`src/rtl/loader_pkg.sv`:
```
// Shared definitions for the instruction-memory loader: FSM encoding and word geometry.
// Pure declarations; no logic, no latency, no flow control.
package loader_pkg;

    typedef enum logic [1:0] {
        LD_IDLE  = 2'd0,
        LD_RECV  = 2'd1,
        LD_WRITE = 2'd2,
        LD_DONE  = 2'd3
    } ld_state_t;

    localparam int BYTES_PER_WORD = 4;
    localparam int CNT_W          = $clog2(BYTES_PER_WORD);

    // Byte address of a word slot; wraps modulo 2^32 like the fetch-side PC.
    function automatic logic [31:0] word_addr(input logic [31:0] base, input logic [31:0] idx);
        return base + (idx << 2);
    endfunction

endpackage

```
`src/rtl/byte_packer.sv`:
```
// Big-endian byte-to-word shift register: the first byte lands in [31:24] once four are in.
// One byte per cycle when shift_en; full is a combinational pulse on the 4th shift.
module byte_packer
    import loader_pkg::*;
(
    input  logic        clk,
    input  logic        rst_n,
    input  logic        clr,
    input  logic        shift_en,
    input  logic [7:0]  in_byte,
    output logic [31:0] word,
    output logic        full
);

    logic [CNT_W-1:0] cnt;

    always_ff @(posedge clk or negedge rst_n) begin
        if (!rst_n) begin
            word <= '0;
            cnt  <= '0;
        end else if (clr) begin
            word <= '0;
            cnt  <= '0;
        end else if (shift_en) begin
            word <= {word[23:0], in_byte};
            cnt  <= cnt + 1'b1;
        end
    end

    assign full = shift_en && (cnt == CNT_W'(BYTES_PER_WORD - 1));

endmodule

```
`src/rtl/instr_mem_loader.sv`:
```
// Loads a big-endian byte stream into instruction memory as 32-bit words at base, base+4, ...
// Stream is valid/ready: in_ready drops for the one-cycle write; 5 cycles per word at full rate.
module instr_mem_loader
    import loader_pkg::*;
#(
    parameter int DEPTH = 64,
    parameter int LEN_W = 7
) (
    input  logic             clk,
    input  logic             rst_n,
    input  logic             start,
    input  logic [LEN_W-1:0] load_len,
    input  logic [31:0]      base_addr,
    input  logic [7:0]       in_byte,
    input  logic             in_valid,
    output logic             in_ready,
    output logic             mem_we,
    output logic [31:0]      mem_addr,
    output logic [31:0]      mem_wdata,
    output logic             busy,
    output logic             done,
    output logic             err,
    output logic             cpu_hold
);

    localparam logic [LEN_W:0] DEPTH_L = (LEN_W + 1)'(DEPTH);

    ld_state_t        state;
    logic [LEN_W-1:0] len_q;
    logic [LEN_W-1:0] index;
    logic [LEN_W-1:0] index_nxt;
    logic [31:0]      base_q;
    logic [31:0]      pk_word;
    logic             pk_full;
    logic             accept;
    logic             start_ok;

    assign accept    = in_valid && in_ready;
    assign start_ok  = start && ((state == LD_IDLE) || (state == LD_DONE));
    assign index_nxt = index + 1'b1;

    byte_packer u_packer (
        .clk      (clk),
        .rst_n    (rst_n),
        .clr      (start_ok),
        .shift_en (accept),
        .in_byte  (in_byte),
        .word     (pk_word),
        .full     (pk_full)
    );

    always_ff @(posedge clk or negedge rst_n) begin
        if (!rst_n) begin
            state     <= LD_IDLE;
            len_q     <= '0;
            index     <= '0;
            base_q    <= '0;
            in_ready  <= 1'b0;
            mem_we    <= 1'b0;
            mem_addr  <= '0;
            mem_wdata <= '0;
            busy      <= 1'b0;
            done      <= 1'b0;
            err       <= 1'b0;
            cpu_hold  <= 1'b1;
        end else begin
            case (state)
                LD_IDLE, LD_DONE: begin
                    if (start) begin
                        len_q  <= load_len;
                        base_q <= base_addr;
                        index  <= '0;
                        done   <= 1'b0;
                        err    <= 1'b0;
                        if ({1'b0, load_len} > DEPTH_L) begin
                            // Oversized request: report and keep the core parked.
                            state    <= LD_DONE;
                            err      <= 1'b1;
                            done     <= 1'b1;
                            cpu_hold <= 1'b1;
                        end else if (load_len == '0) begin
                            state    <= LD_DONE;
                            done     <= 1'b1;
                            cpu_hold <= 1'b0;
                        end else begin
                            state    <= LD_RECV;
                            in_ready <= 1'b1;
                            busy     <= 1'b1;
                            cpu_hold <= 1'b1;
                        end
                    end
                end
                LD_RECV: begin
                    if (pk_full) begin
                        // The packer register updates on this same edge, so fold the 4th byte in here.
                        state     <= LD_WRITE;
                        in_ready  <= 1'b0;
                        mem_we    <= 1'b1;
                        mem_addr  <= word_addr(base_q, 32'(index));
                        mem_wdata <= {pk_word[23:0], in_byte};
                    end
                end
                LD_WRITE: begin
                    mem_we <= 1'b0;
                    index  <= index_nxt;
                    if (index_nxt == len_q) begin
                        state    <= LD_DONE;
                        busy     <= 1'b0;
                        done     <= 1'b1;
                        cpu_hold <= 1'b0;
                    end else begin
                        state    <= LD_RECV;
                        in_ready <= 1'b1;
                    end
                end
                default: state <= LD_IDLE;
            endcase
        end
    end

endmodule

```
`config.mk`:
```
export PLATFORM = sky130hd
export DESIGN_NAME = instr_mem_loader
export DESIGN_NICKNAME = d
export VERILOG_FILES = /design/src/rtl/loader_pkg.sv /design/src/rtl/byte_packer.sv /design/src/rtl/instr_mem_loader.sv
export SDC_FILE = /design/constraint.sdc
export NUM_CORES = 1
export LEC_CHECK = 0
export ABC_AREA = 1
export CORE_ASPECT_RATIO = 0.5
export CORE_MARGIN = 2
export CORE_UTILIZATION = 45
export DETAILED_ROUTE_END_ITERATION = 8
export PLACE_DENSITY = 0.7
export SLEW_MARGIN = 20
export SYNTH_ARGS = -nofsm -noshare
export SYNTH_HDL_FRONTEND = slang
export SYNTH_SLANG_ARGS = --single-unit
```
`constraint.sdc`:
```
create_clock -name clk -period 2.45 [get_ports clk]
set_input_delay 0.49 -clock clk [delete_from_list [all_inputs] [get_ports clk]]
set_output_delay 0.49 -clock clk [all_outputs]
set_load 0.05 [all_outputs]
```
==> reports/results.tsv, run 1 <==
stage	metric	value	unit
placed_design	port_buffers	120	
layout	area_growth	31.8	%
logic_synthesis	synth.top_cells.by_area	dfrtp_1, nand2_1, o21ai_0	
cts	cts_num_sinks	144	
cts	clkLatencyLatePin	0.42	ns
floorplanning	die_area	0.0158	mm²
logic_synthesis	async_reset_ff_share	100	%
logic_synthesis	yosysWarnings	0	
layout	n_antenna_cell	0	
min_path	hold_path_class	reg -> reg	
logic_synthesis	ys_top_cells_by_count	nand2_1, dfrtp_1, inv_1, o21ai_0, nand3_1	
worst_setup_path	worstSetupPathType	reg -> out	
drt	via_per_inst	5.04	
drt	met3_length	825	µm
worst_setup_path	crit_path_cell_trace	clkdlybuf4s50_1	
logic_synthesis	synth_area	0.00662	mm²
run	maxCapViolations	0	
cts	cts_tree	yes	
floorplanning	die_h	89.8	µm
layout	stdcell_count	1121	
global_routing	grt.total_usage	22.0	%
sta	tightestPinTransition	0.569	ns
run_status	status	complete, no violations	
sta	hold_viol_final	0	
worst_setup_path	worstPathRequired	1.96	ns
pwr	ir_drop	0.602	mV
drt	initialDrtViolationCount	374	
worst_setup_path	critPathMaxStageDelay	0.79	ns
drt	num_vias	5648	
worst_setup_path	r2r_end	mem_addr[24]$_DFFE_PN0P_	
sta	slew_headroom	61.9	%
drt	post-route-drc-count	0	
global_routing	grt_max_degree	104	
placed_design	dp.cells	1088	
pwr	power_density	1280	mW/mm²
cts	cts_made_buffers	17	
placed_design	dp_slack	0.346	ns
floorplanning	start_util	45.9	%
placed_design	dpl.hpwl	11600	µm
logic_synthesis	yosysMostFrequentCell	nand2_1	
worst_setup_path	arrival	1.73	ns
pwr	leakage	4.16	nW
worst_setup_path	cp_slowest_cell	clkdlybuf4s50_1	
drt	ant_nets	0	
drt	met2_length	7430	µm
cts	cts_root_buf	clkbuf_16	
placed_design	routabilityCongestion	0.888	
sta	setup_viol	0	
worst_setup_path	crit_fanout	2	
worst_setup_path	startpoint_type	register	
worst_setup_path	endpoint_kind	output pin	
sta	setup_ws	0.228	ns
floorplanning	num_rows	31	
global_routing	grt_pass1_vias	5539	
min_path	holdCritStartpoint	busy$_DFFE_PN0P_	
sta	holdWs	0.476	ns
logic_synthesis	synth_ff_type	dfrtp_1	
worst_setup_path	regToRegSetupSlack	0.39	ns
layout	layout-drive-gt1-share	7.69	%
cts	htree_num_levels	4	
logic_synthesis	ys_types	35	
worst_setup_path	r2r_start	index[5]$_DFFE_PN0P_	
global_routing	antenna_found_initial	0	
sta	period_needed	2.22	ns
worst_setup_path	critPathTopFamily	buffers and inverters	
floorplanning	ios	121	
sta	fmax	450	MHz
drt	first_pass_iters	5	
floorplanning	die_x	175	µm
logic_synthesis	yosysSeqAreaShare	54.5	%
drt	drt_wl_total	16500	µm
logic_synthesis	synth-edff-count	0	
worst_setup_path	rr_worst_depth	10	
logic_synthesis	synth_seq_cells	144	
logic_synthesis	syn_inst	781	
global_routing	grt_pass1_wl	27600	µm
layout	final_nets	974	
cts	clk_pin_slew	0.07	ns
floorplanning	core	0.0144	mm²
logic_synthesis	yosys.area.top_type	dfrtp_1	
logic_synthesis	avgSynthCellArea	8.47	µm²
sta	period_share	90.7	%
cts	post-cts-setup-buffers	0	
sta	maxSlewViolCount	0	
worst_setup_path	worstSetupStartpoint	cpu_hold$_DFFE_PN1P_	
drt	wl_met1	8000	µm
cts	clk_path_buf_depth	2	
global_routing	overflow	0	
drt	maxUsedRoutingLayer	met4	
sta	grt_setup_unrepaired	false	
logic_synthesis	syn_nets	845	
worst_setup_path	path_buf_inv	1	
drt	routedWlPerCell	14.7	µm
sta	finalSetupTns	0	ns
min_path	holdPathEnd	busy$_DFFE_PN0P_	
sta	skew	0.0134	ns
logic_synthesis	synth_top_area_share	54.1	%
min_path	whs_path_depth	2	
-- report_power, final --
group	total, mW	internal (mW)	switching [mW]	leakage (nW)
Combinational	4.55	1.55	3.01	1.96
Sequential	3.83	3.21	0.620	1.90
Clock	2.76	1.64	1.11	0.302
-- logic make-up (layout without fill, tap and decap cells) --
| kind of cell | Yosys count | in the layout | share of synthesized area (%) |
|---|---|---|---|
| simple gates | 362 | 362 | 23.1 |
| flops | 144 | 144 | 54.5 |
| compound gates | 128 | 128 | 10.5 |
| buf+inv | 119 | 261 | 7.32 |
| xor+xnor | 14 | 14 | 1.85 |
| fa+ha+maj | 13 | 13 | 2.57 |
| mux | 1 | 1 | 0.151 |
-- worst register-to-register path: stages (launching register included) --
cell     delay [ns]
dfrtp_1        0.46
ha_1           0.38
a21oi_1        0.10
o21ai_0        0.24
nand2_1        0.10
nand2_2        0.19
nand3_1        0.18
nor2_1         0.13
nand2_1        0.05
nand3_1        0.08
nand2_1        0.05
-- what timing repair did --
item                       CTS  global route
resized for setup            0             1
hold endpoints to repair     6             0
setup endpoints to repair    0             2
hold buffers                 1             0
-- how the worst max path moves through the flow --
| stage | to | slack (ns) | depth (start not counted) |
|---|---|---|---|
| floorplan | mem_addr[28]$_DFFE_PN0P_ | 0.58 | 10 |
| detailed placement | state[1]$_DFFE_PN0P_ | 0.35 | 10 |
| global placement | state[1]$_DFFE_PN0P_ | 0.38 | 10 |
| finish | cpu_hold | 0.23 | 1 |
| CTS | cpu_hold | 0.20 | 1 |
| global route | mem_addr[24]$_DFFE_PN0P_ | 0.06 | 10 |
-- layout make-up --
type	instances	area (µm²)
Clock buffer	18	429
Clock inverter	14	193
Fill cell	1258	5710
Inverter	92	345
Multi-Input combinational cell	518	2530
Sequential cell	144	3600
Tap cell	198	248
Timing Repair Buffer	137	1370
-- state kept, by name, indices dropped and copies added, names as in the netlist --
name           cells
base_q            32
busy               1
cpu_hold           1
done               1
err                1
in_ready           1
index              7
len_q              7
mem_addr          32
mem_wdata         32
mem_we             1
state              2
u_packer.cnt       2
u_packer.word     24
-- cells in the final DEF (no fill, tap or decap), types with 4 or more instances in the layout --
cell / n
nand2_1: 258
dfrtp_1: 143
clkdlybuf4s50_1: 119
inv_1: 91
o21ai_0: 81
nand3_1: 38
o22ai_1: 27
nor2_1: 24
clkbuf_16: 17
buf_4: 13
ha_1: 12
nand2_2: 11
a21oi_1: 9
nand4_1: 9
xor2_1: 8
nor3_1: 8
nor2_2: 6
xnor2_1: 6
inv_6: 5
a31oi_1: 4
nand3b_1: 4
-- per-stage QoR --
step	power, mW	cell area, µm²	utilization, %
after floorplan	6.81	6620	-
after global placement	8.29	8090	56.1
after detailed placement	8.39	8090	56.1
after CTS	11.2	8720	60.4
after global routing	11.9	8720	60.5
final	11.1	8720	60.5
-- layer usage --
layer / GRT usage (%) / vias to the layer above
met4: 7.16 / 0
met5: 0 / -
met1: 31.9 / 2693
met2: 33.0 / 161
li1: - / 2773
met3: 4.74 / 21
Note: power is estimated with default switching activity, not from simulation.
==> run 2, diff against run 1 <==
--- a/config.mk
+++ b/config.mk
@@ -8,9 +8,9 @@
 export ABC_AREA = 1
 export CORE_ASPECT_RATIO = 0.5
 export CORE_MARGIN = 2
-export CORE_UTILIZATION = 45
+export CORE_UTILIZATION = 51
 export DETAILED_ROUTE_END_ITERATION = 8
-export PLACE_DENSITY = 0.7
+export PLACE_DENSITY = 0.77
 export SLEW_MARGIN = 20
 export SYNTH_ARGS = -nofsm -noshare
 export SYNTH_HDL_FRONTEND = slang
==> reports/results.tsv, run 2 (synthesized netlist as in run 1, its figures left out) <==
stage	metric	value	unit	change
run_status	status	complete, no violations		
pwr	power.switching	4.71	mW	-0.67%
layout	layout-drive-gt1-share	7.39	%	-0.30 points
global_routing	grt.total_usage	24.7	%	+2.7 points
floorplanning	die_h	84.5	µm	-5.8%
placed_design	dp_slack	0.263	ns	-0.0834 ns
sta	period_share	90.7	%	about the same
worst_setup_path	crit_path_cell_trace	clkdlybuf4s50_1		
pwr	seqPwrFrac	34.6	%	+0.2 points
worst_setup_path	critPathMaxStageDelay	0.79	ns	about the same
floorplanning	die_x	165	µm	-5.9%
worst_setup_path	rr_worst_depth	10		unchanged
cts	clk_path_buf_depth	2		unchanged
drt	met3_length	1020	µm	+23%
global_routing	antenna_found_initial	0		unchanged
layout	top_regs	base_q: 32 flops, mem_addr: 32 flops, mem_wdata: 32 flops		
cts	cts_num_sinks	144		unchanged
sta	tightestPinTransition	0.692	ns	+0.123 ns
pwr	leakage	4.14	nW	-0.40%
global_routing	overflow	0		unchanged
cts	cts_made_buffers	17		unchanged
cts	clkLatencyLatePin	0.42	ns	about the same
layout	area_growth	30.9	%	
cts	htree_num_levels	4		unchanged
layout	final_cell_mix	nand2_1, dfrtp_1, clkdlybuf4s50_1, inv_1, o21ai_0		
worst_setup_path	endpoint_kind	output pin		
sta	grt_setup_unrepaired	false		
cts	post-cts-setup-buffers	0		unchanged
pwr	pwr-share-clk	24.4	%	-0.4 points
floorplanning	core	0.0127	mm²	-12%
floorplanning	num_rows	29		-6.5%
floorplanning	die_area	0.0140	mm²	-11%
drt	wl_met1	7480	µm	-6.5%
worst_setup_path	worstPathRequired	1.96	ns	about the same
sta	holdWs	0.0850	ns	-0.391 ns
cts	cts_tree	yes		
floorplanning	start_util	52.3	%	+6.4 points
drt	num_vias	5732		+1.5%
cts	ctsHoldBuffers	0		-1
drt	maxUsedRoutingLayer	met4		
drt	post-route-drc-count	0		unchanged
layout	fill_cells	979		-22%
drt	ant_nets	0		unchanged
drt	met2_length	7450	µm	+0.27%
worst_setup_path	critPathTopFamily	buffers and inverters		
worst_setup_path	startpoint_type	register		
sta	slew_headroom	53.8	%	-8.1 points
worst_setup_path	path_buf_inv	1		unchanged
pwr	netSwitchingFraction	42.5	%	about the same
layout	n_antenna_cell	0		unchanged
worst_setup_path	arrival	1.73	ns	about the same
sta	period_needed	2.22	ns	+0.000760 ns
sta	setup_viol	0		unchanged
worst_setup_path	regToRegSetupSlack	0.30	ns	-0.09 ns
floorplanning	ios	121		unchanged
pwr	p_int	6.36	mW	-0.61%
drt	initialDrtViolationCount	628		+68%
drt	routedWlPerCell	14.9	µm	+1.2%
global_routing	grt_pass1_wl	26900	µm	-2.6%
sta	hold_viol_final	0		unchanged
worst_setup_path	r2r_end	mem_addr[24]$_DFFE_PN0P_		
drt	first_pass_iters	7		+2
sta	finalSetupTns	0	ns	unchanged
worst_setup_path	r2r_start	index[5]$_DFFE_PN0P_		
cts	clk_pin_slew	0.07	ns	about the same
placed_design	dpl.hpwl	11300	µm	-2.0%
layout	final_common_cell	nand2_1		
sta	skew	0.00764	ns	-0.00580 ns
global_routing	grt_pass1_vias	5530		-0.16%
drt	drt_wl_total	16200	µm	-1.6%
worst_setup_path	crit_fanout	2		unchanged
min_path	hold_path_class	in -> async		
placed_design	dp.cells	1058		-2.8%
global_routing	grt_max_degree	104		unchanged
pwr	ir_drop	0.652	mV	+8.4%
pwr	combPwrFrac	41.0	%	about the same
run	maxCapViolations	0		unchanged
layout	final_nets	971		-0.31%
placed_design	port_buffers	120		unchanged
worst_setup_path	worstSetupPathType	reg -> out		
worst_setup_path	cp_slowest_cell	clkdlybuf4s50_1		
drt	via_per_inst	5.26		+4.4%
cts	cts_root_buf	clkbuf_16		
sta	setup_ws	0.227	ns	-0.000760 ns
pwr	total_power	11.1	mW	-0.64%
placed_design	routabilityCongestion	0.952		+7.1%
layout	stdcell_count	1090		-2.8%
sta	maxSlewViolCount	0		unchanged
sta	fmax	450	MHz	about the same
pwr	power_density	1280	mW/mm²	about the same
==> run 2: area by class of cell <==
type                            instances  area [µm²]  share of cell area [%]
Sequential cell                       144        3600                    41.6
Timing Repair Buffer                  134        1360                    15.7
Clock buffer                           19         433                    5.00
Clock inverter                         13         178                    2.05
Multi-Input combinational cell        518        2530                    29.2
Inverter                               92         345                    3.99
Tap cell                              170         213                    2.45
==> run 2: power by group through the flow <==
stage / Combinational (mW) / Clock, mW / Sequential (mW)
2_1_floorplan: 2.00 / 0 / 4.81
3_3_place_gp: 4.41 / 0 / 3.81
3_5_place_dp: 4.52 / 0 / 3.84
4_1_cts: 4.57 / 2.73 / 3.81
5_1_grt: 4.97 / 2.83 / 3.93
6_report: 4.54 / 2.70 / 3.83
==> run 2: metrics by stage <==
stage               cell area [µm²]  util [%]
floorplan                      6620         -
global placement               8050      63.6
detailed placement             8050      63.6
CTS                            8660      68.4
global route                   8660      68.4
finish                         8660      68.4
==> run 2: worst max path at each step <==
stage                         start                  endpoint  slack [ns]  depth (start not counted)
5_1_grt        index[5]$_DFFE_PN0P_  mem_addr[22]$_DFFE_PN0P_        0.14                          9
4_1_cts        cpu_hold$_DFFE_PN1P_                  cpu_hold        0.21                          1
3_5_place_dp   index[5]$_DFFE_PN0P_  mem_addr[24]$_DFFE_PN0P_        0.26                         10
2_1_floorplan  index[0]$_DFFE_PN0P_  mem_addr[28]$_DFFE_PN0P_        0.58                         10
6_report       cpu_hold$_DFFE_PN1P_                  cpu_hold        0.23                          1
3_3_place_gp               in_valid      state[1]$_DFFE_PN0P_        0.35                         10
==> run 2: repair_timing <==
action / in CTS / in global routing
endpoints found under the setup margin: 0 / 2
gates resized for setup: 0 / 1
hold endpoints to repair: 0 / 0
==> run 2: worst reg2reg max path, stage by stage (launching register included) <==
cell     delay (ns)
dfrtp_1        0.46
ha_1           0.40
a21oi_1        0.11
o21ai_0        0.23
nand2_1        0.10
nand2_2        0.20
nand3_1        0.19
nor2_1         0.13
nand2_1        0.06
nand3_1        0.10
nand2_1        0.05
==> run 2: layer usage <==
metal | vias to the layer above | track usage [%]
met3 | 23 | 4.84
met4 | 0 | 8.14
met5 | - | 0
li1 | 2759 | -
met1 | 2748 | 35.3
met2 | 202 | 38.2
